==> src/rtl/if_prefetch_pkg.sv <==
// if_prefetch_pkg: shared constants and FSM encoding for the instruction-fetch front end
//   INST_NOP : instruction presented to ID when nothing is valid (addi x0,x0,0)
//   PC_STEP  : byte increment between sequential fetch addresses
//   state_e  : BOOT (no fetch yet), RUN (normal), FLUSH (stale responses still in flight)
package if_prefetch_pkg;
    localparam logic [31:0] INST_NOP = 32'h0000_0013;
    localparam int unsigned PC_STEP  = 4;
    typedef enum logic [1:0] {
        ST_BOOT  = 2'd0,
        ST_RUN   = 2'd1,
        ST_FLUSH = 2'd2
    } state_e;
endpackage

==> src/rtl/if_prefetch_fifo_sync.sv <==
// if_prefetch_fifo_sync: DEPTH x W synchronous FIFO holding prefetched {addr, inst} entries
//   clk, rst      : clock, asynchronous active-low reset
//   push_i/pop_i  : write data_i / advance the head (caller guarantees not full / not empty)
//   clear_i       : drop all entries; wins over push and pop
//   data_o        : current head entry (register read, no input-to-output path)
//   count_o       : number of entries, $clog2(DEPTH)+1 bits
//   empty_o/full_o: occupancy flags
module if_prefetch_fifo_sync
    import if_prefetch_pkg::*;
#(
    parameter int W     = 64,
    parameter int DEPTH = 4
) (
    input  logic                       clk,
    input  logic                       rst,
    input  logic                       push_i,
    input  logic                       pop_i,
    input  logic                       clear_i,
    input  logic [W-1:0]               data_i,
    output logic [W-1:0]               data_o,
    output logic [$clog2(DEPTH):0]     count_o,
    output logic                       empty_o,
    output logic                       full_o
);
    localparam int AW = $clog2(DEPTH);
    localparam int CW = AW + 1;
    logic [W-1:0]  mem_q [DEPTH];
    logic [AW-1:0] wr_q, rd_q;
    logic [CW-1:0] cnt_q;
    // Pointers wrap by natural power-of-two overflow.
    always_ff @(posedge clk or negedge rst) begin
        if (!rst) begin
            wr_q  <= '0;
            rd_q  <= '0;
            cnt_q <= '0;
        end else if (clear_i) begin
            wr_q  <= '0;
            rd_q  <= '0;
            cnt_q <= '0;
        end else begin
            wr_q  <= wr_q + AW'(push_i);
            rd_q  <= rd_q + AW'(pop_i);
            cnt_q <= cnt_q + CW'(push_i) - CW'(pop_i);
        end
    end
    always_ff @(posedge clk) begin
        if (push_i && !clear_i) mem_q[wr_q] <= data_i;
    end
    assign data_o  = mem_q[rd_q];
    assign count_o = cnt_q;
    assign empty_o = cnt_q == '0;
    assign full_o  = cnt_q == CW'(DEPTH);
endmodule

==> src/rtl/if_prefetch.sv <==
// if_prefetch: instruction-fetch front end with in-order memory requests and a prefetch FIFO
//   clk, rst                 : clock, asynchronous active-low reset
//   jump_en_i, jump_addr_i   : redirect from control; target bits [1:0] are ignored
//   rom_req_o, rom_addr_o    : fetch request and its address (the PC)
//   rom_ready_i              : memory accepts the request this cycle
//   rom_valid_i, rom_inst_i  : in-order response from memory
//   inst_valid_o/inst_ready_i: valid/ready handshake toward ID
//   inst_o, inst_addr_o      : instruction and its address (NOP / 0 when not valid)
// Build option IF_PREFETCH_BYPASS_EN: a response arriving while the FIFO is empty and ID is
// ready is forwarded to ID in the same cycle instead of being pushed.
module if_prefetch
    import if_prefetch_pkg::*;
#(
    parameter int              XLEN     = 32,
    parameter int              DEPTH    = 4,
    parameter logic [XLEN-1:0] RESET_PC = '0
) (
    input  logic            clk,
    input  logic            rst,
    input  logic            jump_en_i,
    input  logic [XLEN-1:0] jump_addr_i,
    output logic            rom_req_o,
    output logic [XLEN-1:0] rom_addr_o,
    input  logic            rom_ready_i,
    input  logic            rom_valid_i,
    input  logic [XLEN-1:0] rom_inst_i,
    output logic            inst_valid_o,
    input  logic            inst_ready_i,
    output logic [XLEN-1:0] inst_o,
    output logic [XLEN-1:0] inst_addr_o
);
    localparam int              CW   = $clog2(DEPTH) + 1;
    localparam int              CW1  = CW + 1;
    localparam logic [XLEN-1:0] NOP  = XLEN'(INST_NOP);
    localparam logic [XLEN-1:0] STEP = XLEN'(PC_STEP);
    state_e            state_q, state_d;
    logic [XLEN-1:0]   pc_q, pc_d, rpc_q, rpc_d, tgt;
    logic [CW-1:0]     out_q, out_d, disc_q, disc_d, cnt;
    logic [CW1-1:0]    used;
    logic              acc, rsp, keep, byp, push, pop, empty, full;
    logic [2*XLEN-1:0] head;
    assign tgt  = jump_addr_i & ~XLEN'(3);
    // Buffered plus in-flight entries bound issue, so every response has a FIFO slot.
    assign used = CW1'(cnt) + CW1'(out_q);
    assign rom_req_o  = state_q != ST_BOOT && used < CW1'(DEPTH) && !jump_en_i;
    assign rom_addr_o = pc_q;
    assign acc  = rom_req_o && rom_ready_i;
    // Responses with nothing outstanding (e.g. from before a reset) are ignored.
    assign rsp  = rom_valid_i && out_q != '0;
    assign keep = rsp && disc_q == '0 && !jump_en_i;
`ifdef IF_PREFETCH_BYPASS_EN
    assign byp = keep && empty && inst_ready_i;
`else
    assign byp = 1'b0;
`endif
    assign push = keep && !byp && !full;
    assign pop  = !empty && inst_ready_i && !jump_en_i;
    assign inst_valid_o = !empty || byp;
    assign inst_o       = !empty ? head[XLEN-1:0] : byp ? rom_inst_i : NOP;
    assign inst_addr_o  = !empty ? head[2*XLEN-1:XLEN] : byp ? rpc_q : '0;
    // rpc_q is the address of the next response that will be kept: responses return in
    // order and requests are sequential from the last jump target.
    always_comb begin
        out_d  = out_q + CW'(acc) - CW'(rsp);
        disc_d = jump_en_i ? out_d : disc_q - CW'(rsp && disc_q != '0);
        pc_d   = jump_en_i ? tgt : acc ? pc_q + STEP : pc_q;
        rpc_d  = jump_en_i ? tgt : keep ? rpc_q + STEP : rpc_q;
        state_d = state_q;
        if (state_q == ST_BOOT) state_d = ST_RUN;
        else if (jump_en_i) state_d = (out_d != '0) ? ST_FLUSH : ST_RUN;
        else if (state_q == ST_FLUSH && disc_q == '0) state_d = ST_RUN;
    end
    always_ff @(posedge clk or negedge rst) begin
        if (!rst) begin
            state_q <= ST_BOOT;
            pc_q    <= RESET_PC;
            rpc_q   <= RESET_PC;
            out_q   <= '0;
            disc_q  <= '0;
        end else begin
            state_q <= state_d;
            pc_q    <= pc_d;
            rpc_q   <= rpc_d;
            out_q   <= out_d;
            disc_q  <= disc_d;
        end
    end
    if_prefetch_fifo_sync #(.W(2 * XLEN), .DEPTH(DEPTH)) u_fifo (
        .clk     (clk),
        .rst     (rst),
        .push_i  (push),
        .pop_i   (pop),
        .clear_i (jump_en_i),
        .data_i  ({rpc_q, rom_inst_i}),
        .data_o  (head),
        .count_o (cnt),
        .empty_o (empty),
        .full_o  (full)
    );
endmodule

==> config.mk <==
export PLATFORM = sky130hd
export DESIGN_NAME = if_prefetch
export DESIGN_NICKNAME = d
export VERILOG_FILES = /design/src/rtl/if_prefetch_pkg.sv /design/src/rtl/if_prefetch_fifo_sync.sv /design/src/rtl/if_prefetch.sv
export SDC_FILE = /design/constraint.sdc
export NUM_CORES = 1
export LEC_CHECK = 0
export BUFFER_PORTS_ARGS = -buffer_cell sky130_fd_sc_hd__buf_2
export CAP_MARGIN = 20
export CORE_MARGIN = 2
export CORE_UTILIZATION = 25
export CTS_CLUSTER_DIAMETER = 50
export DETAILED_ROUTE_END_ITERATION = 8
export GPL_ROUTABILITY_DRIVEN = 0
export PLACE_DENSITY = 0.4
export SLEW_MARGIN = 20
export SYNTH_ARGS = -nofsm -noshare
export SYNTH_HDL_FRONTEND = slang
export SYNTH_HIERARCHICAL = 1
export SYNTH_SLANG_ARGS = --single-unit
==> constraint.sdc <==
create_clock -name clk -period 10.4 [get_ports clk]
set_clock_uncertainty 0.1 [all_clocks]
set_input_delay 1.04 -clock clk [delete_from_list [all_inputs] [get_ports clk]]
set_output_delay 1.04 -clock clk [all_outputs]
set_load 0.02 [all_outputs]
==> results.json, run 1 <==
{
  "status": "finished clean",
  "syn_inst": 869,
  "ys.flop_type": "edfxtp_1",
  "internal_power_mw": 2.699,
  "leakagePower_nw": 6.100,
  "antenna_found_initial": 0,
  "netlist_area_um2": 14040,
  "drv_cap": 0,
  "grt.overflow.total": 0,
  "cts_buffer_depth": 3,
  "yosys_warnings": 6,
  "grt_max_degree": 75,
  "die_area_um2": 58090,
  "worstMarginPinSlew_ps": 989.4,
  "endpoint_kind": "primary output",
  "grt_pass1_vias": 8594,
  "setup_viol": 0,
  "startpoint_type": "register",
  "switching_share": 0.3045,
  "synth_edf_count": 256,
  "grt_pass1_wl_um": 53990,
  "synthTopCellsByCount": "256 x edfxtp_1, 75 x dfrtp_1, 65 x nor2b_1",
  "die_x_um": 241.0,
  "power_frac_clock": 0.394,
  "synth.avg_cell_area_um2": 16.16,
  "cts_setup_buffers": 0,
  "max_stage_delay_ps": 840,
  "crit_type": "reg -> out",
  "nets": 1147,
  "clkTransAtPathRegs_ps": 60,
  "finalHoldViolations": 0,
  "die_h_um": 241.0,
  "p_seq_frac": 0.412,
  "cts_hold_buf": 0,
  "ctsResizeCount": 0,
  "wl_per_cell_um": 19.30,
  "routed_wl_um": 35670,
  "layout-area-overhead-vs-synth_pct": 22.69,
  "setup_tns_ps": 0,
  "seq_area_frac_synth": 0.6810,
  "antennaDiodeCount": 0,
  "clock_latency_ps": 580,
  "start_util": 0.2539,
  "required_ps": 9260,
  "hpwl_um": 21540,
  "final_layout_size_suffix_gt1_frac": 0.3091,
  "htree_levels": 2,
  "hold_ws_ps": 283.3,
  "io_buffers": 163,
  "synth_top_area_cell": "edfxtp_1",
  "cts_buffers": 46,
  "dr.pass1.iters": 4,
  "post-route-util": 0.3116,
  "r2r_cells": 14,
  "vias_per_cell": 4.430,
  "synth_top_area_share": 0.5473,
  "period_share": 0.4251,
  "ir_worst_vdd_uv": 116.3,
  "worstPathArrival_ps": 3280,
  "power.density_nw_per_um2": 225.2,
  "slew_headroom": 0.3404,
  "row_count": 86,
  "cts_tree": "done",
  "comb_power_share": 0.194,
  "antenna_left": 0,
  "drt-initial-drc-count": 416,
  "ios": 168,
  "finalPower_mw": 3.880,
  "synth.distinct_cells": 58,
  "crit_chain": "buf_4 > mux4_1 > or2_2 > buf_2",
  "p_sw_mw": 1.182,
  "rsz0062_at_grt": "no",
  "postSynth.asyncResetShare": 0.2266,
  "yosysMostFrequentCell": "edfxtp_1",
  "track_usage": 0.1247,
  "cts_sinks": 331,
  "core_region_area_um2": 55310,
  "drv_slew": 0,
  "yosys_register_bits": 331,
  "crit_fanout": 44,
  "clockRootBuffer": "clkbuf_16",
  "cpMaxStageDelayCell": "buf_4",
  "drc_errors": 0,
  "hp-class": "in -> async",
  "fmax_mhz": 226.2,
  "synthTopCellsByArea": "edfxtp_1 55%, dfrtp_1 13%, mux4_2 9.6%, nor2b_1 2.9%, nand2_1 1.5%",
  "finalCriticalPeriod_ps": 4421,
  "vias": 8186
}
registers in the layout, indices dropped and copies added (netlist names):
name,cells
out_q,3
u_fifo/wr_q,2
u_fifo/rd_q,2
disc_q,3
state_q,2
u_fifo/mem_q,256
rom_addr_o,30
rpc_q,30
u_fifo/count_o,3
layout make-up:
cell class / count / area [um^2]
clock inverter: 31 / 309.0
inverter: 19 / 71.32
timing repair buffer: 180 / 945.9
clock buffer: 54 / 1202
tap: 748 / 935.9
fill: 5564 / 38080
sequential: 331 / 9569
multi-input combinational: 485 / 4198
power by group through the flow:
| stage | Sequential (mW) | Clock (mW) | Combinational [mW] |
|---|---|---|---|
| 3_3_place_gp | 1.62 | 0 | 0.779 |
| 3_5_place_dp | 1.63 | 0 | 0.779 |
| 6_report | 1.60 | 1.53 | 0.753 |
| 2_1_floorplan | 1.61 | 0 | 0.508 |
| 4_1_cts | 1.60 | 1.59 | 0.781 |
| 5_1_grt | 1.61 | 1.64 | 0.837 |
worst paths after layout:
kind / slack (ps) / endpoint / startpoint
min in group clk: 390 / state_q[0] / state_q[1]
setup / recovery: 5980 / inst_o[0] / u_fifo/rd_q[0]
setup reg to reg: 6790 / state_q[0] / u_fifo/count_o[2]
max in group asynchronous: 8810 / u_fifo/rd_q[0] / rst
hold reg to reg: 390 / state_q[0] / state_q[1]
hold / removal: 280 / rom_addr_o[6] / rst
cells in the final DEF (no fill, tap or decap), types with 10 or more instances in the layout:
cell / n
xnor2_1: 10
conb_1: 10
nand2_1: 57
clkbuf_16: 47
inv_1: 19
ha_1: 12
o311ai_0: 10
and3_1: 11
o211ai_1: 12
edfxtp_1: 256
nor2_1: 24
o21ai_0: 38
mux4_2: 60
nand4_1: 29
nor2b_1: 65
nand3_1: 31
a21oi_1: 12
buf_2: 162
xor2_1: 21
dfrtp_1: 73
buf_4: 18
cell families after synthesis:
logic type / synth area share
flops: 0.6810
simple gates: 0.1078
compound gates: 0.04009
mux: 0.1097
buf+inv: 0.02673
xor+xnor: 0.02094
fa+ha+maj: 0.01354
other cells: 0.0002670
through the flow:
stage | std cells | setup slack [ps] | instance area, um^2
2_1_floorplan | 878 | 1002 | 14080
3_3_place_gp | 1763 | 6074 | 15710
3_5_place_dp | 1763 | 6083 | 15710
4_1_cts | 1848 | 5767 | 17230
5_1_grt | 1848 | 5648 | 17230
6_report | 1848 | 5979 | 17230
per-layer routing:
layer | GRT usage | part of all wire | wire, um
met2 | 0.1915 | 0.45 | 16100
met1 | 0.1760 | 0.48 | 16970
met4 | 0.03554 | 0.021 | 752
met5 | 0 | 0 | 0
met3 | 0.02894 | 0.052 | 1852
worst max-delay path: cells and delay by family, from the launching register on:
family / cells / cell delay (ps)
multiplexers: 1 / 630
AND/OR/NAND/NOR: 1 / 290
flip-flops: 1 / 740
buffers and inverters: 2 / 1000
(Power assumes the default switching activity.)
==> run 2, diff against run 1 <==
Settings changed: ABC_AREA set to 1, PLACE_DENSITY 0.4 to 0.41.
Clock period 10.4 ns to 3.9 ns, I/O delays scaled along.
==> run 2 against run 1 <==
Against the previous run:
- via count grew 39%
- critical path depth grew 2
- clock-buffer cell count grew 1
- clock power grew to 3.2 times the previous value
- power rose to 3.1 times the previous value
- highest routed layer unchanged
- global-route usage increased by 0.35 points
- largest cell class unchanged
- worst setup slack lost 5300 ps
- non-clock buffer count increased by 49
- wire length grew 15%
- combinational power increased to 3.7 times the previous value
- synthesized cell count is 84% higher
- sequential share of layout area fell by 6.9 points
==> results.json, run 2 <==
{
  "status": "finished clean",
  "highest_layer": "met4",
  "finalCriticalPeriod_ps": 3222,
  "synth.avg_cell_area_um2": 9.737,
  "drv_cap": 0,
  "endpoint_kind": "primary output",
  "grt_pass1_wl_um": 63450,
  "post-route-util": 0.3194,
  "ir_worst_vdd_uv": 312.9,
  "io_buffers": 163,
  "drt-initial-drc-count": 625,
  "dr_wl_met2_um": 18350,
  "routed_wl_um": 41120,
  "drc_errors": 0,
  "r2r_cells": 15,
  "finalHoldViolations": 0,
  "fillCellCount": 6414,
  "grt_pass1_vias": 11060,
  "crit_type": "reg -> out",
  "cts_setup_buffers": 0,
  "fmax_mhz": 310.3,
  "die_h_um": 253.6,
  "clock_latency_ps": 590,
  "synth_top_area_cell": "edfxtp_1",
  "layout-area-overhead-vs-synth_pct": 26.36,
  "die_area_um2": 64290,
  "cts_tree": "done",
  "hold_ws_ps": 33.63,
  "cts_buffer_depth": 3,
  "reg2reg_slack_ps": 920,
  "start_util": 0.2527,
  "antenna_left": 0,
  "ios": 168,
  "startpoint_type": "register",
  "worstMarginPinSlew_ps": 909.9,
  "die_x_um": 253.6,
  "setup_tns_ps": 0,
  "r2r-end": "state_q[0]",
  "cts_buffers": 50,
  "leakagePower_nw": 8.151,
  "met3_length_um": 2085,
  "setup_viol": 0,
  "required_ps": 3410,
  "grt.overflow.total": 0,
  "synthTopCellsByCount": "365 x nand2_1, 257 x inv_1, 256 x edfxtp_1",
  "track_usage": 0.1283,
  "final_layout_size_suffix_gt1_frac": 0.1675,
  "crit_fanout": 85,
  "postSynth.asyncResetShare": 0.2266,
  "grt_max_degree": 86,
  "antennaDiodeCount": 0,
  "clkTransAtPathRegs_ps": 50,
  "vias_per_cell": 4.219,
  "worstPathArrival_ps": 2730,
  "syn_inst": 1599,
  "endpoint": "inst_addr_o[21]",
  "cts_sinks": 331,
  "hp-class": "in -> reg",
  "drv_slew": 0,
  "crit_path_start": "u_fifo/rd_q[0]",
  "vias": 11390,
  "min-delay-start": "jump_addr_i[2]",
  "synth_top_area_share": 0.4938,
  "period_share": 0.8262,
  "netlist_area_um2": 15570,
  "met1Wirelength_um": 19740,
  "core_region_area_um2": 61600,
  "largest_reg_flops": 256,
  "dr.pass1.iters": 4,
  "yosysMostFrequentCell": "nand2_1",
  "yosys_warnings": 6,
  "synth.distinct_cells": 40,
  "power.density_nw_per_um2": 619.7,
  "nets": 1905,
  "seq_area_frac_synth": 0.6143,
  "timing.rr.start": "out_q[2]",
  "clockRootBuffer": "clkbuf_16",
  "final_cell_mix": "365 x nand2_1, 257 x inv_1, 256 x edfxtp_1, 162 x buf_2, 149 x nor2_1",
  "top_register": "u_fifo/mem_q",
  "rsz0062_at_grt": "no",
  "final_common_cell": "nand2_1",
  "yosys_register_bits": 331,
  "ys.flop_type": "edfxtp_1",
  "row_count": 91,
  "htree_levels": 2,
  "synth_edf_count": 256,
  "synthTopCellsByArea": "edfxtp_1 49%, dfrtp_1 12%, nand2_1 8.8%, inv_1 6.2%, o211ai_1 4.0%",
  "slew_headroom": 0.3934,
  "wl_per_cell_um": 15.23,
  "antenna_found_initial": 0,
  "hpwl_um": 25340
}
## run 2: how the worst min path moves through the flow
| stage | end | slack, ps | cells past startpoint |
|---|---|---|---|
| final | rpc_q[2] | 30 | 3 |
| after CTS | rpc_q[2] | 2 | 3 |
| after floorplan | disc_q[0] | -6 | 0 |
| after global placement | state_q[1] | 400 | 2 |
| after global routing | rom_addr_o[2] | 30 | 3 |
| after detailed placement | state_q[1] | 400 | 2 |
## run 2: cell families after synthesis
group           after synthesis  synth area share
fa+ha+maj                    14           0.01222
buf+inv                     334           0.08655
compound gates              257           0.09805
flops                       331            0.6143
xor+xnor                     33           0.01856
other cells                   1         0.0002409
simple gates                629            0.1701
## run 2: per-layer routing
| layer | up-vias | GRT usage |
|---|---|---|
| met3 | 70 | 0.02366 |
| met2 | 264 | 0.2056 |
| met5 | - | 0 |
| met1 | 5350 | 0.1757 |
| met4 | 0 | 0.03905 |
| li1 | 5707 | - |
## run 2: final cells by class
cell class	instances	area (um^2)	area share
well taps	837	1047	0.05323
multi-input cells	943	4743	0.2411
clock buffers	55	1270	0.06456
inverters	266	998.5	0.05075
clock inverters	39	535.5	0.02722
flip-flops and latches	331	9572	0.4865
repair buffers	229	1506	0.07658
## run 2: power breakdown
group | total, mW | switching [mW] | internal, mW
Sequential | 4.58 | 0.455 | 4.12
Clock | 4.82 | 1.76 | 3.06
Combinational | 2.80 | 1.88 | 0.919
Total | 12.2 | 4.09 | 8.10
## run 2: what timing repair did
action,4_1_cts,5_1_grt
hold endpoints to repair,208,0
resized for setup,0,0
hold buffers,47,0
## run 2: per-stage QoR
step	setup WS [ps]	instances	cell area (um^2)	power, mW
floorplan	-377.2	1608	15620	6.413
global placement	914.6	2559	17400	7.453
detailed placement	909.2	2559	17400	7.482
CTS	577.7	2700	19670	12.43
global route	455.5	2700	19670	12.92
finish	677.8	2700	19670	12.19
## run 2: critical path, stage by stage (launching register included)
cell	delay [ps]
dfrtp_4	980
buf_12	380
o211ai_1	140
nand2_1	100
inv_1	40
nor2_1	190
buf_2	210
